===== config.mk =====
export PLATFORM = sky130hd
export DESIGN_NAME = object_bbox_tracker
export DESIGN_NICKNAME = d
export VERILOG_FILES = /design/src/rtl/object_bbox_tracker.sv
export SDC_FILE = /design/constraint.sdc
export NUM_CORES = 1
export LEC_CHECK = 0
export CAP_MARGIN = 20
export CORE_MARGIN = 4
export CORE_UTILIZATION = 59
export DETAILED_ROUTE_END_ITERATION = 10
export PLACE_DENSITY = 0.81
export SLEW_MARGIN = 30
export SYNTH_ARGS = -nofsm -noshare
export SYNTH_HDL_FRONTEND = slang
export SYNTH_SLANG_ARGS = --single-unit

===== constraint.sdc =====
create_clock -name iCLK -period 5.5 [get_ports iCLK]
set_input_delay 0.55 -clock iCLK [delete_from_list [all_inputs] [get_ports iCLK]]
set_output_delay 0.55 -clock iCLK [all_outputs]
set_load 0.05 [all_outputs]

===== src/rtl/object_bbox_tracker.sv =====
// rtl/object_bbox_tracker.sv - colour-window object tracker: bbox, count, centroid per frame, box overlay
module object_bbox_tracker #(
  parameter int H_ACT     = 640,
  parameter int V_ACT     = 480,
  parameter int MIN_COUNT = 64,
  parameter int DIV_W     = 28
) (
  input  logic        iCLK,
  input  logic        iRST_N,
  input  logic        iFRAME_START,
  input  logic        iDVAL,
  input  logic [9:0]  iR,
  input  logic [9:0]  iG,
  input  logic [9:0]  iB,
  input  logic [9:0]  iR_MIN,
  input  logic [9:0]  iR_MAX,
  input  logic [9:0]  iG_MIN,
  input  logic [9:0]  iG_MAX,
  input  logic [9:0]  iB_MIN,
  input  logic [9:0]  iB_MAX,
  input  logic        iOVERLAY,
  output logic [9:0]  oR,
  output logic [9:0]  oG,
  output logic [9:0]  oB,
  output logic        oDVAL,
  output logic [9:0]  oX_MIN,
  output logic [9:0]  oX_MAX,
  output logic [9:0]  oY_MIN,
  output logic [9:0]  oY_MAX,
  output logic [9:0]  oX_CEN,
  output logic [9:0]  oY_CEN,
  output logic [18:0] oCOUNT,
  output logic        oFOUND,
  output logic        oRESULT_VAL
);
  localparam int CW = 19;
  localparam int NW = $clog2(DIV_W + 1);

  typedef enum logic [1:0] {IDLE, DIV_X, DIV_Y, PUBLISH} state_t;

  logic [9:0] x_q, y_q, px, py;
  logic       s1_dval_q, s1_match_q;
  logic [9:0] s1_x_q, s1_y_q;
  logic [9:0] pix_r_q, pix_g_q, pix_b_q;
  logic       pix_match, draw, frame_end;

  // A start coincident with a pixel places that pixel at (0,0).
  assign px = iFRAME_START ? 10'd0 : x_q;
  assign py = iFRAME_START ? 10'd0 : y_q;

  assign pix_match = (iR >= iR_MIN) && (iR <= iR_MAX) &&
                     (iG >= iG_MIN) && (iG <= iG_MAX) &&
                     (iB >= iB_MIN) && (iB <= iB_MAX);

  assign draw = iOVERLAY && oFOUND &&
                ((((px == oX_MIN) || (px == oX_MAX)) && (py >= oY_MIN) && (py <= oY_MAX)) ||
                 (((py == oY_MIN) || (py == oY_MAX)) && (px >= oX_MIN) && (px <= oX_MAX)));

  always_ff @(posedge iCLK or negedge iRST_N) begin
    if (!iRST_N) begin
      x_q        <= '0;
      y_q        <= '0;
      s1_dval_q  <= 1'b0;
      s1_match_q <= 1'b0;
      s1_x_q     <= '0;
      s1_y_q     <= '0;
      pix_r_q    <= '0;
      pix_g_q    <= '0;
      pix_b_q    <= '0;
    end else begin
      if (iDVAL) begin
        if (px == 10'(H_ACT - 1)) begin
          x_q <= '0;
          y_q <= py + 10'd1;
        end else begin
          x_q <= px + 10'd1;
          y_q <= py;
        end
      end else if (iFRAME_START) begin
        x_q <= '0;
        y_q <= '0;
      end
      s1_dval_q  <= iDVAL;
      s1_match_q <= iDVAL && pix_match;
      s1_x_q     <= px;
      s1_y_q     <= py;
      pix_r_q    <= draw ? 10'd0    : iR;
      pix_g_q    <= draw ? 10'd1023 : iG;
      pix_b_q    <= draw ? 10'd0    : iB;
    end
  end

  assign frame_end = s1_dval_q && (s1_x_q == 10'(H_ACT - 1)) && (s1_y_q == 10'(V_ACT - 1));

  logic [9:0]       min_x_q, max_x_q, min_y_q, max_y_q, min_x_d, max_x_d, min_y_d, max_y_d;
  logic [CW-1:0]    cnt_q, cnt_d;
  logic [DIV_W-1:0] sx_q, sy_q, sx_d, sy_d;
  logic [9:0]       snap_min_x_q, snap_max_x_q, snap_min_y_q, snap_max_y_q;
  logic [CW-1:0]    snap_cnt_q;
  logic [DIV_W-1:0] snap_sx_q, snap_sy_q;

  always_comb begin
    min_x_d = min_x_q;
    max_x_d = max_x_q;
    min_y_d = min_y_q;
    max_y_d = max_y_q;
    cnt_d   = cnt_q;
    sx_d    = sx_q;
    sy_d    = sy_q;
    if (s1_match_q) begin
      if (s1_x_q < min_x_q) min_x_d = s1_x_q;
      if (s1_x_q > max_x_q) max_x_d = s1_x_q;
      if (s1_y_q < min_y_q) min_y_d = s1_y_q;
      if (s1_y_q > max_y_q) max_y_d = s1_y_q;
      cnt_d = cnt_q + 1'b1;
      sx_d  = sx_q + DIV_W'(s1_x_q);
      sy_d  = sy_q + DIV_W'(s1_y_q);
    end
  end

  // The frame-end pixel is folded into the snapshot while the accumulators restart.
  always_ff @(posedge iCLK or negedge iRST_N) begin
    if (!iRST_N) begin
      min_x_q <= '1;  max_x_q <= '0;  min_y_q <= '1;  max_y_q <= '0;
      cnt_q   <= '0;  sx_q    <= '0;  sy_q    <= '0;
      snap_min_x_q <= '0;  snap_max_x_q <= '0;
      snap_min_y_q <= '0;  snap_max_y_q <= '0;
      snap_cnt_q   <= '0;  snap_sx_q    <= '0;  snap_sy_q <= '0;
    end else begin
      if (frame_end || iFRAME_START) begin
        min_x_q <= '1;  max_x_q <= '0;  min_y_q <= '1;  max_y_q <= '0;
        cnt_q   <= '0;  sx_q    <= '0;  sy_q    <= '0;
      end else begin
        min_x_q <= min_x_d;  max_x_q <= max_x_d;
        min_y_q <= min_y_d;  max_y_q <= max_y_d;
        cnt_q   <= cnt_d;    sx_q    <= sx_d;     sy_q <= sy_d;
      end
      if (frame_end) begin
        snap_min_x_q <= min_x_d;  snap_max_x_q <= max_x_d;
        snap_min_y_q <= min_y_d;  snap_max_y_q <= max_y_d;
        snap_cnt_q   <= cnt_d;    snap_sx_q    <= sx_d;     snap_sy_q <= sy_d;
      end
    end
  end

  state_t           state_q;
  logic             snap_new_q, res_val_q, found_q, snap_found, ge, div_last;
  logic [CW-1:0]    rem_q, rem_nx, count_q;
  logic [CW:0]      trial;
  logic [DIV_W-1:0] quo_q, quo_nx;
  logic [NW-1:0]    dcnt_q;
  logic [9:0]       qx_q, qy_q, xmin_q, xmax_q, ymin_q, ymax_q, xcen_q, ycen_q;

  // Restoring division: quo_q starts as the dividend and collects quotient bits from the LSB.
  assign trial      = {rem_q, quo_q[DIV_W-1]};
  assign ge         = trial >= {1'b0, snap_cnt_q};
  assign rem_nx     = ge ? CW'(trial - {1'b0, snap_cnt_q}) : trial[CW-1:0];
  assign quo_nx     = {quo_q[DIV_W-2:0], ge};
  assign div_last   = (dcnt_q == NW'(DIV_W - 1));
  assign snap_found = (snap_cnt_q >= CW'(MIN_COUNT));

  always_ff @(posedge iCLK or negedge iRST_N) begin
    if (!iRST_N) begin
      state_q    <= IDLE;
      snap_new_q <= 1'b0;
      res_val_q  <= 1'b0;
      rem_q      <= '0;
      quo_q      <= '0;
      dcnt_q     <= '0;
      qx_q       <= '0;
      qy_q       <= '0;
      found_q    <= 1'b0;
      count_q    <= '0;
      xmin_q     <= '0;  xmax_q <= '0;  ymin_q <= '0;  ymax_q <= '0;
      xcen_q     <= '0;  ycen_q <= '0;
    end else begin
      res_val_q  <= 1'b0;
      snap_new_q <= frame_end;
      // A fresh snapshot always restarts the decision, aborting any stale division or publish.
      if (snap_new_q) begin
        rem_q   <= '0;
        quo_q   <= snap_sx_q;
        dcnt_q  <= '0;
        state_q <= snap_found ? DIV_X : PUBLISH;
      end else begin
        case (state_q)
          DIV_X, DIV_Y: begin
            rem_q  <= rem_nx;
            quo_q  <= quo_nx;
            dcnt_q <= dcnt_q + 1'b1;
            if (div_last) begin
              rem_q  <= '0;
              dcnt_q <= '0;
              if (state_q == DIV_X) begin
                qx_q    <= quo_nx[9:0];
                quo_q   <= snap_sy_q;
                state_q <= DIV_Y;
              end else begin
                qy_q    <= quo_nx[9:0];
                state_q <= PUBLISH;
              end
            end
          end
          PUBLISH: begin
            res_val_q <= 1'b1;
            found_q   <= snap_found;
            count_q   <= snap_cnt_q;
            xmin_q    <= snap_found ? snap_min_x_q : 10'd0;
            xmax_q    <= snap_found ? snap_max_x_q : 10'd0;
            ymin_q    <= snap_found ? snap_min_y_q : 10'd0;
            ymax_q    <= snap_found ? snap_max_y_q : 10'd0;
            xcen_q    <= snap_found ? qx_q : 10'd0;
            ycen_q    <= snap_found ? qy_q : 10'd0;
            state_q   <= IDLE;
          end
          default: state_q <= IDLE;
        endcase
      end
    end
  end

  assign oR          = pix_r_q;
  assign oG          = pix_g_q;
  assign oB          = pix_b_q;
  assign oDVAL       = s1_dval_q;
  assign oX_MIN      = xmin_q;
  assign oX_MAX      = xmax_q;
  assign oY_MIN      = ymin_q;
  assign oY_MAX      = ymax_q;
  assign oX_CEN      = xcen_q;
  assign oY_CEN      = ycen_q;
  assign oCOUNT      = count_q;
  assign oFOUND      = found_q;
  assign oRESULT_VAL = res_val_q;

endmodule

==> results of run 1 <==
-- worst max-delay path: stages --
cell             delay [ps]
clkdlybuf4s50_1         750
nor2b_1                 480
ha_1                    280
nand4_1                 190
nor4_4                  610
and4_1                  310
and3_1                  230
and3_4                  210
nand3_2                  80
xnor2_1                 130
-- cell usage after synthesis, types with 8 or more instances --
library cell	instances	area, um^2
dfrtp_1	438	11000
nand2_1	373	1400
o21ai_0	262	1310
ha_1	180	2250
inv_1	172	646
nor2_1	171	642
a21oi_1	151	756
clkbuf_1	109	409
nand3_1	76	380
xnor2_1	52	455
xor2_1	51	447
mux2i_1	45	450
and3_1	40	250
nand4_1	36	225
o22ai_1	33	206
nand2b_1	29	181
nor2b_1	26	163
nor3_1	22	110
mux2_2	21	236
dfstp_2	20	526
a21o_1	18	135
o31ai_1	14	105
nand3b_1	13	97.6
o211ai_1	13	97.6
a211oi_1	11	82.6
o21a_1	11	82.6
a32oi_1	10	87.6
and4_1	8	70.1
-- timing repair --
item,CTS,global route
hold buffers,0,1
setup buffers,0,0
hold endpoints to repair,0,26
-- layout make-up --
type                            count  area (um^2)
Sequential cell                   458        11500
Tap cell                          525          657
Inverter                          173          649
Timing Repair Buffer              230         2310
Clock buffer                       67         1360
Multi-Input combinational cell   1758        11100
Clock inverter                     23          258
Fill cell                        2962        11800
-- power breakdown --
group	switching [mW]	internal, mW	total (mW)
registers	0.0126	3.39	3.40
clock network	1.34	1.97	3.31
logic	0.230	0.153	0.382
total	1.58	5.51	7.10
-- final timing paths --
check | start | endpoint | cells after the start
setup reg to reg | snap_cnt_q[0]$_DFFE_PN0P_ | quo_q[0]$_DFFE_PN0P_ | 10
hold / removal | iRST_N | rem_q[17]$_DFFE_PN0P_ | 2
min in group iCLK | snap_min_y_q[3]$_DFFE_PN0P_ | snap_min_y_q[3]$_DFFE_PN0P_ | 2
hold reg to reg | snap_min_y_q[3]$_DFFE_PN0P_ | snap_min_y_q[3]$_DFFE_PN0P_ | 2
setup / recovery | iFRAME_START | y_q[9]$_DFF_PN0_ | 10
max in group asynchronous | iRST_N | snap_new_q$_DFF_PN0_ | 4
-- cells in the final DEF (no fill, tap or decap), drive strengths merged, types with 8 or more instances in the layout --
cell | netlist | layout
dfrtp | 438 | 438
nand2 | 373 | 373
o21ai | 262 | 262
clkdlybuf4s50 | 0 | 205
ha | 180 | 180
inv | 172 | 174
nor2 | 171 | 171
a21oi | 151 | 151
nand3 | 77 | 77
clkbuf | 109 | 67
xnor2 | 52 | 52
xor2 | 51 | 51
mux2i | 45 | 45
and3 | 41 | 41
nand4 | 36 | 36
o22ai | 33 | 33
nand2b | 29 | 29
nor2b | 26 | 26
buf | 11 | 24
nor3 | 22 | 22
mux2 | 21 | 21
dfstp | 20 | 20
a21o | 18 | 18
o31ai | 14 | 14
o211ai | 13 | 13
nand3b | 13 | 13
clkinv | 1 | 13
o21a | 11 | 11
a211oi | 11 | 11
a32oi | 10 | 10
and4 | 8 | 8
nor4 | 8 | 8
-- cell families (layout without fill, tap and decap cells) --
| family | after synthesis | count (layout) |
|---|---|---|
| DFF | 458 | 458 |
| and+or+nand+nor | 838 | 838 |
| adders and majority gates | 184 | 184 |
| AOI/OAI and AO/OA | 567 | 567 |
| buffers and inverters | 293 | 493 |
| muxes | 66 | 66 |
| xor gates and xnor gates | 103 | 103 |
-- per-layer routing --
| metal | up-vias | part of all wire [%] | GRT usage (%) |
|---|---|---|---|
| met5 | - | 0 | 0 |
| met4 | 0 | 2.3 | 7.23 |
| met3 | 109 | 7.1 | 5.10 |
| met2 | 625 | 48 | 45.7 |
| met1 | 9306 | 43 | 36.5 |
| li1 | 8953 | - | - |
-- state kept, by name, indices dropped and copies added (netlist names), 19 cells and up --
signal,flops
quo_q,28
snap_sx_q,28
snap_sy_q,28
sx_q,28
sy_q,28
cnt_q,19
oCOUNT,19
rem_q,19
snap_cnt_q,19
==> metrics, run 1 <==
Synth Register Bits 458; Core ar. 0.0396 mm^2; type of the worst min-delay path input port to async pin; Total Wirelength 59.8 mm; layout cells sized above 1 6.35%; die area 0.0433 mm^2; largest net degree at the start of global routing 140; finished layout cell area 0.0278 mm^2; GRT Util Overall 27.1%; RSZ-0062 raised after global routing no; Max Cap Violations 0; outcome complete, no violations; Mapped Cells 2509; Mapped Nets 2787; pre-CTS setup slack 1550 ps; worst path arrival time 3820 ps; complex-gate fraction of the synthesized area 13.8%; crit path kind input port to register; Tot Pwr 7.10 mW; Clock Skew 21.5 ps; sequential share of the synthesized area 48.6%; Worst Tran Pin Value 869 ps; maximum root-to-sink buffer count 3; Ys Warns 0; H-tree levels 2; Peak Freq 295 MHz; Fin. Hold Viols 0; worst hold slack 424 ps; final core occ 70.2%; Max IR drop VDD 0.188 mV; CP Data Required Time 5940 ps; Die H 208 um; Period minus WS final 3390 ps; DP Area 0.0261 mm^2; Pleak 12.9 nW; First-pass DRT Iterations 7; CP endpoint kind register; worst-path fanout max 17; final slew viol count 0; dpl cells 3142; XOR/XNOR share of the synthesized area 3.82%; HPWL after DPL 41.7 mm; vias in the first global route 19100; cts repair resizes 0; Root Buffer Master clkbuf_16; # IOs 207; mux cell area share after synthesis 2.91%; largest family of logic cells by synthesized area simple AND/OR/NAND/NOR gates; simple-gate share of the synthesized area 16.3%; Avg Cell Area, Syn 9.42 um^2; CP Launch Type input port; Reg2Reg Setup Slack 2340 ps; initial drt markers 1370; TritonCTS sink count 458; antenna violations before repair 0; commonest register cell after synthesis dfrtp_1; total gr overflow 0; ant diodes 0; Setup Viol. Count Final 0; Post-Synth Adder-Cell Area 9.83%; sum of negative setup slack 0 ps; # port buffers 206; average routed wire per standard cell 18.5 um; DRC viols 0; async set-reset flop share out of synthesis 100%; final worst slack 2110 ps; synthesized area 0.0236 mm^2; TritonCTS clock tree built; CTS clk-pin slew, worst paths 60 ps; ANT nets after route 0; die width 208 um; Avg Vias per Cell 5.87; P per Cell Area 255 mW/mm^2; first-pass GRT wire length 97.9 mm; fin crit share 61.6%; Initial Util 59.6%; number of flops mapped to enable cells by yosys 0; row count 73; Synth cell types 71; Worst-Skew Late Latency 570 ps; # nets final 2947; post-route insts no fill 3234; number of CTS-inserted buffers 48; Final Wtd Congestion 0.946; Rel. slew slack 42.1%; total vias in the final route 19000; area delta synth->final 17.8%
Note: power is estimated with default switching activity, not from simulation.
==> run 2, diff against run 1 <==
Settings changed: CORE_UTILIZATION 59 to 53, PLACE_DENSITY 0.81 to 0.77.
Clock period 5.5 ns to 2.8 ns, I/O delays scaled along.
==> metrics, run 2 (synthesis results as in run 1) <==
sum of negative setup slack 0 ps; Die H 219 um; initial drt markers 1417; most common cell after layout, fill and taps aside dfrtp_1; Core ar. 0.0441 mm^2; Total Wirelength 60.2 mm; largest net degree at the start of global routing 128; most frequent CP cell nor2_1; type of the worst min-delay path input port to async pin; Final Wtd Congestion 0.960; Reg2Reg Setup Slack 110 ps; vias in the first global route 19400; total gr overflow 0; Slowest-stage cell, CP dfrtp_1; reg2reg path depth 11; ant diodes 0; Period minus WS final 2690 ps; HPWL after DPL 43.6 mm; number of CTS-inserted buffers 48; maximum root-to-sink buffer count 3; # nets final 3043; Clock Skew 25.4 ps; Worst Tran Pin Value 707 ps; antenna violations before repair 0; TritonCTS clock tree built; H-tree levels 2; ANT nets after route 0; final slew viol count 0; DRC viols 0; row count 77; Crit path max-delay family compound AO/OA/AOI/OAI gates; # port buffers 206; RSZ-0062 raised after global routing no; Avg Vias per Cell 5.65; CP Buf/Inv Count 2; Peak Freq 371 MHz; finished layout cell area 0.0288 mm^2; die area 0.0480 mm^2; Rel. slew slack 52.9%; TritonCTS sink count 458; first-pass GRT wire length 98.4 mm; most frequent cells in the layout dfrtp_1, nand2_1, o21ai_0; worst hold slack 297 ps; P per Cell Area 490 mW/mm^2; die width 219 um; worst path arrival time 3160 ps; total vias in the final route 19200; area delta synth->final 21.9%; Worst-Skew Late Latency 590 ps; First-pass DRT Iterations 5; average routed wire per standard cell 17.7 um; CP peak stage delay 400 ps; reg2reg start s1_y_q[0]$_DFF_PN0_; Setup Viol. Count Final 0; Tot Pwr 14.1 mW; crit path kind register to register; CP Launch Type register; CTS clk-pin slew, worst paths 60 ps; Fin. Hold Viols 0; Initial Util 53.5%; layout cells sized above 1 9.71%; fin crit share 96.2%; outcome complete, no violations; final core occ 65.3%; RR Endpoint sy_q[18]$_DFF_PN0_; Pleak 13.4 nW; CP Cell Sequence ha_1, fa_2, a21oi_2, nor2_1, o311a_1, o2111ai_2, buf_4, nor2_1, xnor2_1, buf_4, nor2_1; CP Data Required Time 3270 ps; Root Buffer Master clkbuf_16; CP endpoint kind register; GRT Util Overall 25.0%; Max IR drop VDD 0.435 mV; DP Area 0.0271 mm^2; worst-path fanout max 4; # IOs 207; Max Cap Violations 0
==> run 2: changes by cell type in the layout (fill, tap and decap cells not counted), sizes merged <==
cell,delta
clkinv,-3
buf,+96
clkbuf,-5
inv,+1
clkinvlp,+1
bufinv,+1
==> run 2: worst max-delay path by stage <==
stage	from	to	cells after the start
final	s1_y_q[0]$_DFF_PN0_	sy_q[18]$_DFF_PN0_	11
after global routing	quo_q[27]$_DFFE_PN0P_	rem_q[18]$_DFFE_PN0P_	11
after floorplan	iFRAME_START	y_q[9]$_DFF_PN0_	11
after detailed placement	iFRAME_START	oB[6]$_DFF_PN0_	10
after global placement	iFRAME_START	oB[7]$_DFF_PN0_	10
after CTS	snap_cnt_q[0]$_DFFE_PN0P_	quo_q[0]$_DFFE_PN0P_	10
==> run 2: layer usage <==
layer / GRT usage, % / vias to the layer above / wire [um]
met3: 4.20 / 114 / 3500
met4: 7.16 / 0 / 1620
met5: 0 / - / 0
met2: 41.4 / 539 / 28400
met1: 34.3 / 9355 / 26700
li1: - / 9147 / -
==> run 2: cell type report <==
class / count / area (um^2)
Fill cell: 3599 / 15300
Tap cell: 592 / 741
Clock buffer: 62 / 1360
Multi-Input combinational cell: 1758 / 11100
Clock inverter: 23 / 297
Timing Repair Buffer: 326 / 3150
Sequential cell: 458 / 11500
Inverter: 173 / 649
==> run 2: power by group <==
group	internal, mW	leakage [nW]	total, mW	switching [mW]
Sequential	6.66	6.25	6.68	0.0209
Clock	3.97	0.802	6.65	2.67
Combinational	0.330	6.37	0.794	0.464
==> run 2: what timing repair did <==
action                                  in CTS  in global routing
pin swaps                                    1                  5
endpoints found under the setup margin       6                 32
resized for setup                            2                 12
endpoints found under the hold margin       72                  0
hold buffers                                 1                  0
setup buffers                                0                  1
==> run 2: worst reg2reg max path, stage by stage, from the launching register on <==
cell and delay [ps]:
dfrtp_1 400, ha_1 260, fa_2 390, a21oi_2 190, nor2_1 90, o311a_1 370
o2111ai_2 250, buf_4 180, nor2_1 50, xnor2_1 220, buf_4 150, nor2_1 30
==> run 2: stage by stage <==
step           worst slack, ps  std cells
2_1_floorplan             59.1       2509
3_3_place_gp              -157       3305
3_5_place_dp              -202       3305
4_1_cts                   2.23       3391
5_1_grt                   1.71       3392
6_report                   106       3392
